`config.mk`:
```
export PLATFORM = sky130hd
export DESIGN_NAME = dcache_ctrl
export DESIGN_NICKNAME = d
export VERILOG_FILES = /design/src/rtl/dcache_ctrl.sv
export SDC_FILE = /design/constraint.sdc
export NUM_CORES = 1
export LEC_CHECK = 0
export CORE_AREA = 10 10 47 49
export DETAILED_ROUTE_END_ITERATION = 12
export DIE_AREA = 0 0 57 59
export SYNTH_ARGS = -nofsm -noshare
export SYNTH_HDL_FRONTEND = slang
export SYNTH_SLANG_ARGS = --single-unit
```
`constraint.sdc`:
```
create_clock -name CLK -period 4.4 [get_ports CLK]
set_input_delay 1.32 -clock CLK [delete_from_list [all_inputs] [get_ports CLK]]
set_output_delay 1.32 -clock CLK [all_outputs]
set_load 0.02 [all_outputs]
```
`src/rtl/dcache_ctrl.sv`:
```
// Miss-handling FSM for the 4-way data cache: stall, dirty-victim writeback, block fill, install, replay.
// Optional hit/miss/writeback statistics counters are built when DCACHE_STATS_EN is defined.
module dcache_ctrl #(
    parameter int unsigned MEM_LAT = 1
) (
    input  logic        CLK,
    input  logic        RST,
    input  logic        cpu_rden,
    input  logic        cpu_wren,
    input  logic        cache_hit,
    input  logic        victim_dirty,
    output logic        stall,
    output logic        cache_we,
    output logic        cache_update,
    output logic        mem_we,
    output logic        mem_addr_sel,
    output logic [1:0]  state_o
`ifdef DCACHE_STATS_EN
    ,
    output logic [31:0] hit_cnt,
    output logic [31:0] miss_cnt,
    output logic [31:0] wb_cnt
`endif
);

    localparam logic [1:0] S_IDLE    = 2'd0;
    localparam logic [1:0] S_WB      = 2'd1;
    localparam logic [1:0] S_FILL    = 2'd2;
    localparam logic [1:0] S_INSTALL = 2'd3;

    localparam logic [3:0] LAT_M1 = 4'(MEM_LAT - 1);

    logic [1:0] state;
    logic [3:0] cnt;
    logic       req;

    assign req = cpu_rden | cpu_wren;

    always_comb begin
        stall        = 1'b0;
        cache_we     = 1'b0;
        cache_update = 1'b0;
        mem_we       = 1'b0;
        mem_addr_sel = 1'b0;
        state_o      = '0;
        if (!RST) begin
            state_o = state;
            case (state)
                S_IDLE: begin
                    stall    = req & ~cache_hit;
                    cache_we = cpu_wren & cache_hit;
                end
                S_WB: begin
                    stall        = 1'b1;
                    mem_we       = 1'b1;
                    mem_addr_sel = 1'b1;
                end
                S_FILL: begin
                    stall = 1'b1;
                end
                default: begin
                    stall        = 1'b1;
                    cache_update = 1'b1;
                end
            endcase
        end
    end

    always_ff @(posedge CLK) begin
        if (RST) begin
            state <= S_IDLE;
            cnt   <= '0;
        end else begin
            case (state)
                S_IDLE: begin
                    if (req && !cache_hit) begin
                        state <= victim_dirty ? S_WB : S_FILL;
                        cnt   <= LAT_M1;
                    end
                end
                S_WB: begin
                    if (cnt == '0) begin
                        cnt   <= LAT_M1;
                        state <= S_FILL;
                    end else begin
                        cnt <= cnt - 4'd1;
                    end
                end
                S_FILL: begin
                    if (cnt == '0) begin
                        state <= S_INSTALL;
                    end else begin
                        cnt <= cnt - 4'd1;
                    end
                end
                default: begin
                    state <= S_IDLE;
                end
            endcase
        end
    end

`ifdef DCACHE_STATS_EN
    // The replay flag only affects hit accounting, so it lives with the counters.
    logic        replay;
    logic [31:0] hit_q;
    logic [31:0] miss_q;
    logic [31:0] wb_q;

    always_ff @(posedge CLK) begin
        if (RST) begin
            replay <= 1'b0;
            hit_q  <= '0;
            miss_q <= '0;
            wb_q   <= '0;
        end else begin
            if (state == S_IDLE && req) begin
                if (cache_hit) begin
                    replay <= 1'b0;
                    if (!replay) begin
                        hit_q <= hit_q + 32'd1;
                    end
                end else begin
                    miss_q <= miss_q + 32'd1;
                end
            end
            if (state == S_WB && cnt == '0) begin
                wb_q <= wb_q + 32'd1;
            end
            if (state == S_INSTALL) begin
                replay <= 1'b1;
            end
        end
    end

    assign hit_cnt  = RST ? '0 : hit_q;
    assign miss_cnt = RST ? '0 : miss_q;
    assign wb_cnt   = RST ? '0 : wb_q;
`endif

endmodule

```
==> results.sh <==
export IMPL_skew_ns=0.00615
export IMPL_fillCellCount=150
export IMPL_ys_seq_elements=6
export IMPL_p_total_w=0.000346
export IMPL_drt_iter0_markers=3
export IMPL_core_area_um2=1400
export IMPL_critPathKind="input pin to output port"
export IMPL_cts_tree="built"
export IMPL_avgSynthCellArea_um2=8.43
export IMPL_relSlewSlack_pct=72.9
export IMPL_path_clk_slew_ns=0.04
export IMPL_max_cap_violations=0
export IMPL_die_area_um2=3360
export IMPL_routabilityCongestion=0.813
export IMPL_hold_path_depth=2
export IMPL_pre_cts_slack_ns=0.254
export IMPL_rsz0062_at_grt="false"
export IMPL_grt_usage_pct=7.20
export IMPL_ir_drop_mv=0.338
export IMPL_slowest_delay_ns=0.61
export IMPL_start_util_pct=34.9
export IMPL_grtUsageMet2_pct=11.5
export IMPL_timing_reg2reg_setup_slack_ns=2.76
export IMPL_antenna_found_initial=0
export IMPL_yosys_warnings=0
export IMPL_clk_latency_ns=0.24
export IMPL_ff2ff_path_depth=6
export IMPL_diodes=0
export IMPL_ios=13
export IMPL_gr_total_overflow=0
export IMPL_finalWorstSetupSlack_ns=0.252
export IMPL_worst_slew_pin_slew_ns=0.405
export IMPL_vias_per_cell=5.24
export IMPL_required_ns=3.08
export IMPL_finalWorstPathRequiredPeriod_ns=4.15
export IMPL_path_cells="clkdlybuf4s50_1, buf_4, nor2b_1, clkdlybuf4s50_1"
export IMPL_syn_nets=70
export IMPL_grt_max_degree=9
export IMPL_post_cts_buffers=0
export IMPL_wire_per_inst_um=12.8
export IMPL_finalNetCount=86
export IMPL_synth_cell_types=24
export IMPL_cts_buffer_depth=2
export IMPL_drive_above_1_share_pct=12.5
export IMPL_dp_hpwl_um=916
export IMPL_crit_fanout=8
export IMPL_cts_hold_buf=0
export IMPL_ys_seq_area_share_pct=24.6
export IMPL_fmax_mhz=241
export IMPL_outcome="finished, final reports clean"
export IMPL_wirelength_mm=1.13
export IMPL_synth_cells=58
export IMPL_fin_crit_sh_pct=94.3
export IMPL_tns_ns=0
export IMPL_p_leak_nw=0.243
export IMPL_drc=0
export IMPL_cts_num_sinks=6
export IMPL_setup_viol=0
export IMPL_crit_path_end="cache_update"
export IMPL_r2r_start="state[0]$_SDFFE_PP0P_"
export IMPL_rows=14
export IMPL_vias=461
export IMPL_hold_viol_final=0
export IMPL_critical_path_cell_count=4
export IMPL_hold_path_class="register to register"
export IMPL_path_delay_family="buffers and inverters"
export IMPL_whs_ns=0.464
export IMPL_use_met1_pct=8.14
export IMPL_cts_max_level=1
export IMPL_syn_area_um2=489
export IMPL_pwr_density_cell_nw_per_um2=534
export IMPL_grt_first_pass_wirelength_mm=1.95
export IMPL_critPathSlowestCell="clkdlybuf4s50_1"
export IMPL_utilization_pct=46.3
export IMPL_arrival_ns=2.83
export IMPL_worstReg2RegEnd="state[0]$_SDFFE_PP0P_"
export IMPL_die_h_um=59
export IMPL_end_kind="output port"
export IMPL_worstSetupStartpoint="RST"
export IMPL_post_cts_resized=0
export IMPL_die_w_um=57
export IMPL_cts_root_buf="clkbuf_4"
export IMPL_critPathLaunchType="input pin"
export IMPL_area_growth_pct=32.5
export IMPL_drtAntennaViolNets=0
export IMPL_grt_busiest_layer="met2"
export IMPL_cts_buffers=3
export IMPL_grt_pass1_vias=457
export IMPL_port_buffers=12
export IMPL_use_met3_pct=1.93
export IMPL_cp_common_cell="clkdlybuf4s50_1"
export IMPL_maxSlewViolCount=0
export IMPL_crit_buf_inv=3
export IMPL_firstDrtPassIters=4
-- cells in the mapped netlist --
cell type	count	share of area [%]
a21oi_1	7	7.2
dfxtp_1	6	25
ha_1	6	15
inv_1	5	3.8
nor2_1	5	3.8
nand2_1	4	3.1
nor3_1	3	3.1
o21ai_1	3	3.1
nand3_1	2	2.0
nand4b_1	2	3.6
nor2b_1	2	2.6
a221o_2	1	2.3
a221oi_2	1	3.1
a2bb2oi_2	1	3.1
a311oi_1	1	1.8
and4b_1	1	2.0
buf_4	1	1.5
clkbuf_1	1	0.77
mux2i_1	1	2.0
nand2b_1	1	1.3
nand3b_1	1	1.5
nor3b_4	1	3.8
nor4b_2	1	3.1
o21bai_1	1	1.5
-- cell families after synthesis --
family | synth area share, %
flops | 24.6
mux | 2.05
fa+ha+maj | 15.3
buf+inv | 6.14
compound gates | 22.0
simple gates | 29.9
-- worst register-to-register path, stage by stage, from the launching register on --
cell       delay, ns
dfxtp_1         0.40
inv_1           0.10
ha_1            0.29
nor2_1          0.17
a2bb2oi_2       0.21
a21oi_1         0.10
a311oi_1        0.27
-- flip-flops by register name, indices dropped and copies added (netlist names) --
register  cells
cnt           4
state         2
-- cells in the final DEF, fill, tap and decap left out --
cell type	n
nor2_1	5
ha_1	6
clkbuf_4	3
nand2_1	4
o21bai_1	1
nor2b_1	2
nand3_1	2
clkdlybuf4s50_1	12
dfxtp_1	6
nor3_1	3
inv_1	5
a311oi_1	1
nor4b_2	1
a221o_2	1
and4b_1	1
buf_4	1
nand4b_1	2
a2bb2oi_2	1
o21ai_1	3
nand2b_1	1
nor3b_4	1
a21oi_1	7
nand3b_1	1
mux2i_1	1
a221oi_2	1
-- final cells by class --
cell class                 count  area, um^2  share of cell area (%)
multi-input combinational     45         339                    52.3
timing repair buffer          13         128                    19.7
sequential                     6         120                    18.5
clock buffer                   3        22.5                    3.47
tap                           16        20.0                    3.09
inverter                       5        18.8                    2.90
-- how the worst min path moves through the flow --
stage | end | from
final | cnt[0]$_SDFFE_PP0P_ | cnt[0]$_SDFFE_PP0P_
after global routing | cnt[1]$_SDFFE_PP0P_ | cnt[1]$_SDFFE_PP0P_
after floorplan | cnt[0]$_SDFFE_PP0P_ | cnt[0]$_SDFFE_PP0P_
after detailed placement | cnt[0]$_SDFFE_PP0P_ | cnt[0]$_SDFFE_PP0P_
after CTS | cnt[0]$_SDFFE_PP0P_ | cnt[0]$_SDFFE_PP0P_
after global placement | cnt[0]$_SDFFE_PP0P_ | cnt[0]$_SDFFE_PP0P_
-- where the power goes --
part / switching (W) / leakage (nW) / internal (W) / total (W)
clock: 0.0000179 / 0.0138 / 0.0000307 / 0.0000486
sequential: 0.0000121 / 0.0488 / 0.0000651 / 0.0000772
combinational: 0.000121 / 0.180 / 0.0000989 / 0.000220
-- metal layers --
metal,vias up,share of wire [%]
met5,-,0
met4,0,0
met3,0,5.0
met2,11,45
met1,209,49
li1,241,-
-- stage by stage --
stage / area [um^2] / instances
3_3_place_gp: 626 / 85
2_1_floorplan: 489 / 58
5_1_grt: 648 / 88
6_report: 648 / 88
3_5_place_dp: 626 / 85
4_1_cts: 648 / 88
Note: power is estimated with default switching activity, not from simulation.
